### src/rtl/mc_controller.sv
// -----------------------------------------------------------------------------
// mc_controller
// Multicycle MIPS control unit: a Moore FSM that sequences the shared datapath
// (PC, instruction register, register file, memory port), plus the ALU-control
// decoder.
//
// Build option:
//   MC_CTRL_ADDI_EN - when defined, adds the ADDIEXEC/ADDIWB states so that
//                     op=001000 executes as addi; otherwise addi is illegal.
//
// Ports:
//   clk        in   system clock, rising edge
//   reset      in   asynchronous active-high reset, forces FETCH
//   op[5:0]    in   opcode field from the instruction register
//   funct[5:0] in   R-type function field
//   zero       in   ALU zero flag (used only in BRANCH)
//   pcen       out  PC load enable = pcwrite | (branch & zero)
//   pcwrite    out  unconditional PC write
//   branch     out  conditional PC write
//   irwrite    out  instruction register load
//   regwrite   out  register file write
//   memwrite   out  data memory write
//   iord       out  memory address select (0 PC, 1 ALU result reg)
//   memtoreg   out  write-back select (1 memory data, 0 ALU result)
//   regdst     out  destination select (1 rd, 0 rt)
//   alusrca    out  ALU A select (0 PC, 1 reg A)
//   alusrcb    out  ALU B select (00 B, 01 4, 10 imm, 11 imm<<2)
//   pcsrc      out  next-PC select (00 ALU, 01 ALU result reg, 10 jump)
//   alucontrol out  ALU operation code
//   illegal    out  unsupported opcode seen in DECODE
//   state      out  current state code (debug)
// -----------------------------------------------------------------------------
module mc_controller (
  input  logic       clk,
  input  logic       reset,
  input  logic [5:0] op,
  input  logic [5:0] funct,
  input  logic       zero,
  output logic       pcen,
  output logic       pcwrite,
  output logic       branch,
  output logic       irwrite,
  output logic       regwrite,
  output logic       memwrite,
  output logic       iord,
  output logic       memtoreg,
  output logic       regdst,
  output logic       alusrca,
  output logic [1:0] alusrcb,
  output logic [1:0] pcsrc,
  output logic [2:0] alucontrol,
  output logic       illegal,
  output logic [3:0] state
);

  typedef enum logic [3:0] {
    S_FETCH    = 4'd0,
    S_DECODE   = 4'd1,
    S_MEMADR   = 4'd2,
    S_MEMRD    = 4'd3,
    S_MEMWB    = 4'd4,
    S_MEMWR    = 4'd5,
    S_EXECUTE  = 4'd6,
    S_ALUWB    = 4'd7,
    S_BRANCH   = 4'd8,
    S_ADDIEXEC = 4'd9,
    S_ADDIWB   = 4'd10,
    S_JUMP     = 4'd11
  } state_t;

  localparam logic [5:0] OP_LW    = 6'b100011;
  localparam logic [5:0] OP_SW    = 6'b101011;
  localparam logic [5:0] OP_RTYPE = 6'b000000;
  localparam logic [5:0] OP_BEQ   = 6'b000100;
  localparam logic [5:0] OP_J     = 6'b000010;
  localparam logic [5:0] OP_ADDI  = 6'b001000;

  state_t     r_state;
  state_t     w_next;
  logic [1:0] w_aluop;
  logic       w_pcwrite;
  logic       w_branch;
  logic       w_irwrite;
  logic       w_regwrite;
  logic       w_memwrite;
  logic       w_illegal;

  // State register; reset returns to FETCH immediately.
  always_ff @(posedge clk or posedge reset) begin
    if (reset) begin
      r_state <= S_FETCH;
    end else begin
      r_state <= w_next;
    end
  end

  // Next-state and Moore output decode.
  always_comb begin
    w_next     = S_FETCH;
    w_aluop    = 2'b00;
    w_pcwrite  = 1'b0;
    w_branch   = 1'b0;
    w_irwrite  = 1'b0;
    w_regwrite = 1'b0;
    w_memwrite = 1'b0;
    w_illegal  = 1'b0;
    iord       = 1'b0;
    memtoreg   = 1'b0;
    regdst     = 1'b0;
    alusrca    = 1'b0;
    alusrcb    = 2'b00;
    pcsrc      = 2'b00;
    case (r_state)
      S_FETCH: begin
        w_irwrite = 1'b1;
        w_pcwrite = 1'b1;
        alusrcb   = 2'b01;
        w_next    = S_DECODE;
      end
      S_DECODE: begin
        alusrcb = 2'b11;
        case (op)
          OP_LW, OP_SW: w_next = S_MEMADR;
          OP_RTYPE:     w_next = S_EXECUTE;
          OP_BEQ:       w_next = S_BRANCH;
          OP_J:         w_next = S_JUMP;
`ifdef MC_CTRL_ADDI_EN
          OP_ADDI:      w_next = S_ADDIEXEC;
`endif
          default: begin
            w_next    = S_FETCH;
            w_illegal = 1'b1;
          end
        endcase
      end
      S_MEMADR: begin
        alusrca = 1'b1;
        alusrcb = 2'b10;
        // op is held stable from DECODE; anything else here just retires.
        if (op == OP_LW) begin
          w_next = S_MEMRD;
        end else if (op == OP_SW) begin
          w_next = S_MEMWR;
        end else begin
          w_next = S_FETCH;
        end
      end
      S_MEMRD: begin
        iord   = 1'b1;
        w_next = S_MEMWB;
      end
      S_MEMWB: begin
        w_regwrite = 1'b1;
        memtoreg   = 1'b1;
      end
      S_MEMWR: begin
        iord       = 1'b1;
        w_memwrite = 1'b1;
      end
      S_EXECUTE: begin
        alusrca = 1'b1;
        w_aluop = 2'b10;
        w_next  = S_ALUWB;
      end
      S_ALUWB: begin
        w_regwrite = 1'b1;
        regdst     = 1'b1;
      end
      S_BRANCH: begin
        alusrca  = 1'b1;
        w_aluop  = 2'b01;
        pcsrc    = 2'b01;
        w_branch = 1'b1;
      end
`ifdef MC_CTRL_ADDI_EN
      S_ADDIEXEC: begin
        alusrca = 1'b1;
        alusrcb = 2'b10;
        w_next  = S_ADDIWB;
      end
      S_ADDIWB: begin
        w_regwrite = 1'b1;
      end
`endif
      S_JUMP: begin
        pcsrc     = 2'b10;
        w_pcwrite = 1'b1;
      end
      default: begin
        // Unused codes (and 9/10 without addi support) fall back to FETCH.
        w_next = S_FETCH;
      end
    endcase
  end

  // ALU control decoder.
  always_comb begin
    alucontrol = 3'b010;
    case (w_aluop)
      2'b00: alucontrol = 3'b010;
      2'b01: alucontrol = 3'b110;
      2'b10: begin
        case (funct)
          6'b100000: alucontrol = 3'b010;
          6'b100010: alucontrol = 3'b110;
          6'b100100: alucontrol = 3'b000;
          6'b100101: alucontrol = 3'b001;
          6'b101010: alucontrol = 3'b111;
          default:   alucontrol = 3'b000;
        endcase
      end
      default: alucontrol = 3'b010;
    endcase
  end

  // Write enables are suppressed for as long as reset is held, so the
  // FETCH writes only start once reset is released.
  assign pcwrite  = w_pcwrite  & ~reset;
  assign branch   = w_branch   & ~reset;
  assign irwrite  = w_irwrite  & ~reset;
  assign regwrite = w_regwrite & ~reset;
  assign memwrite = w_memwrite & ~reset;
  assign illegal  = w_illegal  & ~reset;
  assign pcen     = pcwrite | (branch & zero);
  assign state    = r_state;

endmodule

### config.mk
export PLATFORM = sky130hd
export DESIGN_NAME = mc_controller
export DESIGN_NICKNAME = d
export VERILOG_FILES = /design/src/rtl/mc_controller.sv
export SDC_FILE = /design/constraint.sdc
export NUM_CORES = 1
export LEC_CHECK = 0
export ABC_AREA = 1
export ABC_CLOCK_PERIOD_IN_PS = 1600
export BUFFER_PORTS_ARGS = -buffer_cell sky130_fd_sc_hd__buf_2
export CORE_MARGIN = 8
export CORE_UTILIZATION = 25
export DETAILED_ROUTE_END_ITERATION = 16
export MAX_ROUTING_LAYER = met4
export PLACE_DENSITY = 0.6
export SYNTH_ARGS = -nofsm -noshare
export SYNTH_HDL_FRONTEND = slang
export SYNTH_SLANG_ARGS = --single-unit
### constraint.sdc
create_clock -name clk -period 1.6 [get_ports clk]
set_input_delay 0.08 -clock clk [delete_from_list [all_inputs] [get_ports clk]]
set_output_delay 0.08 -clock clk [all_outputs]
set_load 0.01 [all_outputs]
Word level (Yosys, flattened, before mapping)
Cells that the tools add are included.
Widths: inputs -> output; s select.

cells by class
  bitwise gates (word level) = 9
  muxes and demuxes = 20
  equality and inequality tests = 19
  reduce and logical (&&, ||, !) cells = 8

operators by type and width
  cell                number
  $eq 6x6->1 const B  6
  $pmux 4 s5          1
  $eq 4x3->1 const B  4
  $pmux 4 s4          1
  $pmux 3 s4          1
  $mux 1              11
  $eq 4x2->1 const B  2
  $eq 4x4->1 const B  2
  $pmux 2 s2          2
  $reduce_or 2->1     4
  $and 1x1->1         7
  $eq 6x2->1 const B  1
  $eq 6x3->1 const B  1
  $logic_not 6->1     1
  $mux 3              2
  $pmux 2 s3          1
  $pmux 3 s2          1
  $reduce_or 5->1     1
  $eq 4x1->1 const B  1
  $logic_not 4->1     1
  $reduce_or 3->1     1
  $eq 2x1->1 const B  1
  $eq 2x2->1 const B  1
  $not 1->1           1
  $or 1x1->1          1

storage, ports and cells
  flip-flop bits (word level) = 4
  output and inout bits = 22
  word-level logic and storage cells = 57
  input bits = 15

Longest topological paths before layout
Gate-level depths: netlist (run 1).

  word-level depth = 5
  gate-level depth with buffers = 9
  gate-level depth less buffers = 9

Worst setup path after synthesis (run 1)
No wires, ideal clock.

  path kind = register to output
  start = register r_state[0], in the netlist state[0]
  end = output alucontrol[2]
  stages on the path, launching flop included = 9
  path slack = 166 ps
  path buffers = 0
  arrival = 1,354 ps
  required time = 1,520 ps
  path through = dfrtp_1 > inv_2 > nand2_2 > nor2_4 > ha_1 > inv_1 > nor2_1 > nand3_1 > a21oi_1

on the way
  longest elaborated chain between the ends = 4
  elaborated cells between the ends (all ways) = 6
  classes of those cells = eq/ne: 4; mux: 2

ends and longest elaborated chain
  item                                      RTL line  source
  start, declared                           78        state_t r_state;
  start signal, assigned                    93        r_state <= w_next;
  $eq 4x4->1 or $eq 4x3->1 (tied branches)  113       case (r_state)
  $pmux 2 s2 *                              113
  $eq 2x2->1 or $eq 2x1->1 (tied branches)  199       case (w_aluop)
  $pmux 3 s2 *                              199
  end, declared                             51        output logic [2:0] alucontrol,

Mark *: on every way between the ends. The rest lies on a longest branch, timed or not.

Worst setup path in the final report (run 1)
Ends and elaborated chain as after synthesis.

==> results of run 1 <==
power by group:
part / total [mW] / internal (mW) / switching [mW]
Combinational: 0.515 / 0.231 / 0.283
Sequential: 0.131 / 0.118 / 0.0122
Clock: 0.124 / 0.0838 / 0.0400
cell families (layout without fill, tap and decap cells):
family,after synthesis,count (layout),share of synthesized area (%)
simple gates,72,72,59.1
buf+inv,23,80,14.2
compound gates,5,5,4.11
flops,4,4,16.4
fa+ha+maj,3,3,6.16
area by class of cell:
| cell class | instances | area [µm²] |
|---|---|---|
| sequential | 4 | 101 |
| multi-input combinational | 80 | 493 |
| tap | 30 | 37.5 |
| timing repair buffer | 54 | 322 |
| inverter | 23 | 86.3 |
| clock buffer | 3 | 22.5 |
| fill | 252 | 1330 |
metal layers:
| layer | global-route usage (%) | vias up | routed length (µm) | part of all wire, % |
|---|---|---|---|---|
| li1 | - | 445 | - | - |
| met1 | 11.9 | 376 | 885 | 43 |
| met2 | 16.0 | 32 | 1010 | 49 |
| met3 | 2.38 | 6 | 105 | 5.1 |
| met4 | 4.90 | 0 | 48 | 2.3 |
| met5 | - | - | 0 | 0 |
what timing repair did:
item                                    4_1_cts  5_1_grt
hold buffers                                  1        0
buffers inserted                              7        8
resized for setup                             8       10
endpoints found under the hold margin         4        0
pin swaps                                     1        6
endpoints found under the setup margin        2        6
per-stage QoR:
step	instance area (µm²)	setup WS, ns	setup TNS [ns]	utilization, %	hold WS, ns
after CTS	967	-0.0404	-0.0404	40.5	0.175
after global routing	1060	-0.144	-0.324	44.5	0.197
final	1060	-0.0254	-0.0254	44.5	0.172
after global placement	842	0.117	0	35.3	0.0625
after floorplan	609	0.166	0	-	-0.147
after detailed placement	842	0.0952	0	35.3	0.0672
critical path: stages (launching register included):
cell                      delay (ns)
sky130_fd_sc_hd__dfrtp_1        0.37
sky130_fd_sc_hd__inv_2          0.10
sky130_fd_sc_hd__nand2_4        0.06
sky130_fd_sc_hd__nor2_4         0.16
sky130_fd_sc_hd__ha_4           0.16
sky130_fd_sc_hd__inv_2          0.03
sky130_fd_sc_hd__nor2_1         0.08
sky130_fd_sc_hd__nand3_1        0.09
sky130_fd_sc_hd__a21oi_2        0.12
sky130_fd_sc_hd__buf_2          0.13
path summary, 6_finish.rpt:
kind | from | to | slack (ns) | depth (start not counted)
worst max register to register | state[2] | state[0] | 0.26 | 8
worst min register to register | state[0] | state[2] | 0.75 | 5
min in group asynchronous | reset | state[3] | 0.38 | 3
max in group asynchronous | reset | state[2] | 1.03 | 3
worst max-delay path | state[0] | alucontrol[2] | -0.03 | 9
worst min-delay path | op[3] | state[3] | 0.17 | 4
cell usage in the layout, fill, tap and decap left out:
cell type	count
sky130_fd_sc_hd__o21ai_1	2
sky130_fd_sc_hd__a21oi_1	1
sky130_fd_sc_hd__nor2_2	6
sky130_fd_sc_hd__o21ai_2	1
sky130_fd_sc_hd__nor3_2	1
sky130_fd_sc_hd__a21oi_2	1
sky130_fd_sc_hd__buf_2	36
sky130_fd_sc_hd__nand4_1	2
sky130_fd_sc_hd__nand3_4	1
sky130_fd_sc_hd__inv_2	10
sky130_fd_sc_hd__buf_4	16
sky130_fd_sc_hd__ha_4	2
sky130_fd_sc_hd__nor2_1	22
sky130_fd_sc_hd__dfrtp_1	3
sky130_fd_sc_hd__nor3_1	1
sky130_fd_sc_hd__ha_2	1
sky130_fd_sc_hd__inv_1	13
sky130_fd_sc_hd__clkbuf_4	3
sky130_fd_sc_hd__nor2_4	4
sky130_fd_sc_hd__nand2_4	5
sky130_fd_sc_hd__dfrtp_2	1
sky130_fd_sc_hd__nand2_1	18
sky130_fd_sc_hd__nand2_2	1
sky130_fd_sc_hd__buf_6	1
sky130_fd_sc_hd__nand3_1	11
sky130_fd_sc_hd__dlygate4sd3_1	1
==> impl_summary.txt, run 1 <==
----------------------------------------------------
[Clocking]
  Maximum count of clock buffers along a single path ... 2
  Clock tree from TritonCTS ... built
  Worst-path clk slew ... 0.04 ns
  Clock root buffer ... sky130_fd_sc_hd__clkbuf_4
  Worst-skew pair later-pin latency ... 0.23 ns
  CTS sink cnt ... 4
  Inserted Clock Buffers ... 3
  Total number of H-tree levels ... 1

[Layout]
  Diode insertion count for antenna repair ... 0
  Layout-stage area growth over the synthesis result ... 74.3%
  Number of flip-flops under the largest register name ... 4
  NumNets Final ... 184
  Fraction of final layout cells with drive strength greater than 1 ... 54.9%
  Number of non-filler instances in the completed layout ... 194

[Placed design]
  Cell count after placement ... 175
  # port buffers ... 36
  Routability congestion estimate from global placement ... 0.823
  Placed wire-length estimate ... 1610 µm

[Worst setup path]
  Type of element capturing the critical path ... output port
  Critical path data arrival time ... 1.55 ns
  Maximum fanout count along the critical path ... 4
  Crit path launch type ... flop
  Worst setup path category ... reg -> out
  Required time at the worst-slack endpoint ... 1.52 ns

[STA]
  Smallest setup slack after layout ... -0.0254 ns
  RSZ-0062 raised after global routing ... true
  Relative slew margins ... 82.4%
  Pins over their slew limit ... 0
  Slew of the pin with the lowest slew margin ... 0.263 ns
  Final setup vio count ... 1
  Max Clock Freq ... 0.615 GHz
  Post-route fraction of the period consumed by the critical path ... 102%
  Setup Skew ... 0.00139 ns
  Min cycle time layout ... 1.63 ns
  Final hold violation count ... 0

[Synthesis]
  Number of storage elements in the synthesis netlist ... 4
  Most frequently used cell type in the post-synthesis netlist ... sky130_fd_sc_hd__nor2_1
  Most used flip-flop cell after synthesis ... sky130_fd_sc_hd__dfrtp_1
  Seq/Total Area, Yosys ... 16.4%
  Most common library cells after synthesis ... sky130_fd_sc_hd__nor2_1 (25), sky130_fd_sc_hd__nand2_1 (18), sky130_fd_sc_hd__inv_1 (15), sky130_fd_sc_hd__nand3_1 (11), sky130_fd_sc_hd__inv_2 (8)
  Syn_nets ... 125
  Unique cell type count in the Yosys netlist ... 17
  Synth async-reset ratio ... 100%
  Cell type with the highest aggregate area in the netlist ... sky130_fd_sc_hd__dfrtp_1
  Mean area per synthesized cell ... 5.69 µm²
  Warning count from the yosys run ... 0
  Number of standard cells after synthesis ... 107
  Synthesized cell area ... 609 µm²
  Main area contributors after synthesis ... sky130_fd_sc_hd__dfrtp_1 (16%), sky130_fd_sc_hd__nor2_1 (15%), sky130_fd_sc_hd__nand2_1 (11%)
  Synth top area share ... 16.4%
  Count of flip-flops with a built-in enable after synthesis ... 0

[Power and ir drop]
  P per Cell Area ... 724 mW/mm²
  Leak pwr ... 0.618 nW
  Worst vdd ir ... 0.350 mV
  Total design power ... 769 µW

[Floorplan]
  Total die area ... 0.00427 mm²
  Std cell rows ... 18
  Area of the core ... 0.00239 mm²
  Initial Utilization ... 25.5%
  IO Count ... 37
  Die height ... 65.4 µm
  Die X-Extent ... 65.4 µm

[Route]
  Routed vias/inst ... 4.43
  Post-Route WL ... 2040 µm
  DRC marker count from the first detailed-route iteration ... 10
  Number of detailed-routing iterations run before antenna repair ... 4
  Avg WL per Cell ... 10.5 µm
  Remaining design rule violation count ... 0
  Number of antenna-violating nets in the routed design ... 0
  Total vias in the final route ... 859

[Status]
  Violated checks ... negative setup slack
  Run status ... finished with violations

[Job]
  Number of violations of the max-capacitance limit ... 0

[Global routing]
  Tot GR Track Use ... 10.2%
  Vias in the first global route ... 835
  First-pass GRT wire length ... 3460 µm
  Sum of overflow across all layers after global routing ... 0
  Initial antenna violation count ... 0
  Maximum number of pins on one net before global-route repair ... 7

[Min path]
  Class of the most critical hold timing path ... in -> reg

----------------------------------------------------
No activity file was read; power rests on OpenSTA's default activity.
==> run 2, diff against run 1 <==
--- a/config.mk
+++ b/config.mk
@@ -5,14 +5,13 @@
 export SDC_FILE = /design/constraint.sdc
 export NUM_CORES = 1
 export LEC_CHECK = 0
-export ABC_AREA = 1
 export ABC_CLOCK_PERIOD_IN_PS = 1600
 export BUFFER_PORTS_ARGS = -buffer_cell sky130_fd_sc_hd__buf_2
 export CORE_MARGIN = 8
 export CORE_UTILIZATION = 25
 export DETAILED_ROUTE_END_ITERATION = 16
 export MAX_ROUTING_LAYER = met4
-export PLACE_DENSITY = 0.6
+export PLACE_DENSITY = 0.61
 export SYNTH_ARGS = -nofsm -noshare
 export SYNTH_HDL_FRONTEND = slang
 export SYNTH_SLANG_ARGS = --single-unit
==> impl_summary.txt, run 2 <==
----------------------------------------------------
[Status]
  Run status ... finished with violations (unchanged)
  Violated checks ... negative setup slack (unchanged)

[Synthesis]
  Number of standard cells after synthesis ... 73 (was 107)
  Seq/Total Area, Yosys ... 16.9% (was 16.4%)
  Synth top area share ... 16.9% (was 16.4%)
  Synth async-reset ratio ... 100% (unchanged)
  Warning count from the yosys run ... 0 (unchanged)
  Most common library cells after synthesis ... sky130_fd_sc_hd__nor2_1 (7), sky130_fd_sc_hd__inv_1 (6), sky130_fd_sc_hd__nand2b_1 (6), sky130_fd_sc_hd__dfrtp_1 (4), sky130_fd_sc_hd__nand2_1 (4) (was sky130_fd_sc_hd__nor2_1 (25), sky130_fd_sc_hd__nand2_1 (18), sky130_fd_sc_hd__inv_1 (15), sky130_fd_sc_hd__nand3_1 (11), sky130_fd_sc_hd__inv_2 (8))
  Syn_nets ... 91 (was 125)
  Count of flip-flops with a built-in enable after synthesis ... 0 (unchanged)
  Most frequently used cell type in the post-synthesis netlist ... sky130_fd_sc_hd__nor2_1 (unchanged)
  Synthesized cell area ... 592 µm² (was 609 µm²)
  Main area contributors after synthesis ... sky130_fd_sc_hd__dfrtp_1 (17%), sky130_fd_sc_hd__ha_1 (6.3%), sky130_fd_sc_hd__nand2b_1 (6.3%) (was sky130_fd_sc_hd__dfrtp_1 (16%), sky130_fd_sc_hd__nor2_1 (15%), sky130_fd_sc_hd__nand2_1 (11%))
  Most used flip-flop cell after synthesis ... sky130_fd_sc_hd__dfrtp_1 (unchanged)
  Unique cell type count in the Yosys netlist ... 37 (was 17)
  Mean area per synthesized cell ... 8.11 µm² (was 5.69 µm²)
  Cell type with the highest aggregate area in the netlist ... sky130_fd_sc_hd__dfrtp_1 (unchanged)
  Number of storage elements in the synthesis netlist ... 4 (unchanged)

[STA]
  Slew of the pin with the lowest slew margin ... 0.290 ns (was 0.263 ns)
  Hold WS ... 0.119 ns (was 0.172 ns)
  Setup Skew ... 0.00963 ns (was 0.00139 ns)
  RSZ-0062 raised after global routing ... true (unchanged)
  Relative slew margins ... 80.5% (was 82.4%)
  Final hold violation count ... 0 (unchanged)
  Smallest setup slack after layout ... -0.291 ns (was -0.0254 ns)
  Min cycle time layout ... 1.89 ns (was 1.63 ns)
  Final setup vio count ... 21 (was 1)
  Post-route fraction of the period consumed by the critical path ... 118% (was 102%)
  Max Clock Freq ... 0.529 GHz (was 0.615 GHz)
  Pins over their slew limit ... 0 (unchanged)

[Placed design]
  Cell count after placement ... 144 (was 175)
  Placed wire-length estimate ... 1670 µm (was 1610 µm)
  Routability congestion estimate from global placement ... 0.835 (was 0.823)
  # port buffers ... 36 (unchanged)

[Route]
  Post-Route WL ... 2240 µm (was 2040 µm)
  Number of detailed-routing iterations run before antenna repair ... 6 (was 4)
  Number of antenna-violating nets in the routed design ... 0 (unchanged)
  Avg WL per Cell ... 14.0 µm (was 10.5 µm)
  Total vias in the final route ... 794 (was 859)
  Remaining design rule violation count ... 0 (unchanged)
  DRC marker count from the first detailed-route iteration ... 30 (was 10)
  Routed vias/inst ... 4.96 (was 4.43)

[Power and ir drop]
  P per Cell Area ... 753 mW/mm² (was 724 mW/mm²)
  Worst vdd ir ... 0.354 mV (was 0.350 mV)
  Leak pwr ... 0.542 nW (was 0.618 nW)

[Job]
  Number of violations of the max-capacitance limit ... 0 (unchanged)

[Worst setup path]
  Slowest cell on crit path ... sky130_fd_sc_hd__dfrtp_1 (unchanged)
  Crit path launch type ... flop (unchanged)
  Delay of the slowest critical-path stage ... 0.41 ns (was 0.37 ns)
  Required time at the worst-slack endpoint ... 1.52 ns (about the same)
  Critical path data arrival time ... 1.81 ns (was 1.55 ns)
  Worst setup path category ... reg -> out (unchanged)
  Cell chain of the critical path ... nor4b_4 > inv_1 > ha_2 > and3b_2 > a311o_1 > buf_2 (was inv_2 > nand2_4 > nor2_4 > ha_4 > inv_2 > nor2_1 > nand3_1 > a21oi_2 > buf_2)
  Type of element capturing the critical path ... output port (unchanged)
  Maximum fanout count along the critical path ... 3 (was 4)

[Layout]
  NumNets Final ... 151 (was 184)
  Number of non-filler instances in the completed layout ... 160 (was 194)
  Final core occ ... 49.2% (was 44.5%)
  Commonest non-fill, non-tap cell in the layout ... sky130_fd_sc_hd__buf_2 (unchanged)
  Fraction of final layout cells with drive strength greater than 1 ... 66.7% (was 54.9%)
  Area occupied by multi-input gates ... 536 µm² (was 493 µm²)
  Diode insertion count for antenna repair ... 0 (unchanged)
  Number of flip-flops under the largest register name ... 4 (unchanged)
  Most used cells in the layout excluding fill and tap cells ... sky130_fd_sc_hd__buf_2 (36), sky130_fd_sc_hd__buf_4 (16), sky130_fd_sc_hd__buf_6 (6), sky130_fd_sc_hd__inv_1 (5) (was sky130_fd_sc_hd__buf_2 (36), sky130_fd_sc_hd__nor2_1 (22), sky130_fd_sc_hd__nand2_1 (18), sky130_fd_sc_hd__buf_4 (16), sky130_fd_sc_hd__inv_1 (13))
  Layout-stage area growth over the synthesis result ... 85.6% (was 74.3%)
  FF/Latch Area ... 101 µm² (unchanged)
  Fill cell instance count of the final layout ... 226 (was 252)

[Clocking]
  Clock root buffer ... sky130_fd_sc_hd__clkbuf_4 (unchanged)
  Maximum count of clock buffers along a single path ... 2 (unchanged)
  Inserted Clock Buffers ... 3 (unchanged)
  Worst-path clk slew ... 0.05 ns (was 0.04 ns)
  Worst-skew pair later-pin latency ... 0.24 ns (was 0.23 ns)
  Total number of H-tree levels ... 1 (unchanged)
  CTS sink cnt ... 4 (unchanged)
  Clock tree from TritonCTS ... built (unchanged)

[Floorplan]
  Die X-Extent ... 64.7 µm (was 65.4 µm)
  Std cell rows ... 17 (was 18)
  Die height ... 64.7 µm (was 65.4 µm)
  IO Count ... 37 (unchanged)
  Area of the core ... 0.00223 mm² (was 0.00239 mm²)
  Initial Utilization ... 26.5% (was 25.5%)
  Total die area ... 0.00418 mm² (was 0.00427 mm²)

[Global routing]
  Vias in the first global route ... 823 (was 835)
  First-pass GRT wire length ... 3710 µm (was 3460 µm)
  Initial antenna violation count ... 0 (unchanged)
  Tot GR Track Use ... 11.1% (was 10.2%)
  Sum of overflow across all layers after global routing ... 0 (unchanged)
  Maximum number of pins on one net before global-route repair ... 10 (was 7)

[Min path]
  Class of the most critical hold timing path ... in -> reg (unchanged)

----------------------------------------------------
run 2: cell families (layout without fill, tap and decap cells):
logic type               count (synthesis)  in the layout  share of synthesized area [%]
AO/OA/AOI/OAI                           13             13                           14.2
AND/OR/NAND/NOR                         41             41                           49.9
buffers and inverters                   10             69                           9.72
XOR/XNOR                                 2              2                           2.96
flip-flops                               4              4                           16.9
adder cells (fa/ha/maj)                  3              3                           6.34
run 2: critical path, delay by kind of cell, from the launching register on:
kind | cells | cell delay (ns)
adder cells (fa/ha/maj) | 1 | 0.18
AND/OR/NAND/NOR | 2 | 0.50
buffers and inverters | 2 | 0.23
AO/OA/AOI/OAI | 1 | 0.26
flip-flops | 1 | 0.41
run 2: area by class of cell:
| cell class | count | area share (%) |
|---|---|---|
| Inverter | 6 | 2.05 |
| Clock buffer | 4 | 2.39 |
| Timing Repair Buffer | 59 | 34.4 |
| Multi-Input combinational cell | 59 | 48.7 |
| Sequential cell | 4 | 9.23 |
| Tap cell | 28 | 3.19 |
run 2: repair_timing:
| action | in CTS | in global routing |
|---|---|---|
| hold endpoints to repair | 4 | 0 |
| pin swaps | 7 | 3 |
| setup endpoints to repair | 6 | 20 |
| cloned | 0 | 0 |
| resized for setup | 12 | 12 |
| hold buffers | 1 | 0 |
| setup buffers | 10 | 3 |
run 2: through the flow:
stage / power, mW / setup WS [ns] / TNS (ns) / cell area (µm²)
after CTS: 0.789 / -0.288 / -1.83 / 1030
final: 0.827 / -0.291 / -3.64 / 1100
after global routing: 0.892 / -0.397 / -5.39 / 1100
after detailed placement: 0.554 / -0.0439 / -0.0856 / 880
after floorplan: 0.380 / -0.0532 / -0.0943 / 621
after global placement: 0.542 / 0.00838 / 0 / 880
run 2: power breakdown:
part	leakage, nW	switching [mW]	internal (mW)
Combinational	0.475	0.266	0.278
Sequential	0.0518	0.0220	0.118
Clock	0.0150	0.0482	0.0940
Total	0.542	0.336	0.491
run 2: per-layer routing:
metal,up-vias,share of wire (%),GRT usage [%]
met1,370,40,11.4
li1,386,-,-
met5,-,0,-
met4,0,0.85,4.90
met3,6,7.5,4.12
met2,32,52,18.4
run 2: path summary, 6_finish.rpt:
path	from	end	slack, ns	cells past startpoint
min reg2reg	state[3]	state[1]	0.89	4
min	op[1]	state[2]	0.12	2
min in group asynchronous	reset	state[1]	0.36	3
max reg2reg	state[1]	state[0]	-0.26	9
max	state[0]	alucontrol[1]	-0.29	6
max in group asynchronous	reset	state[2]	0.99	3
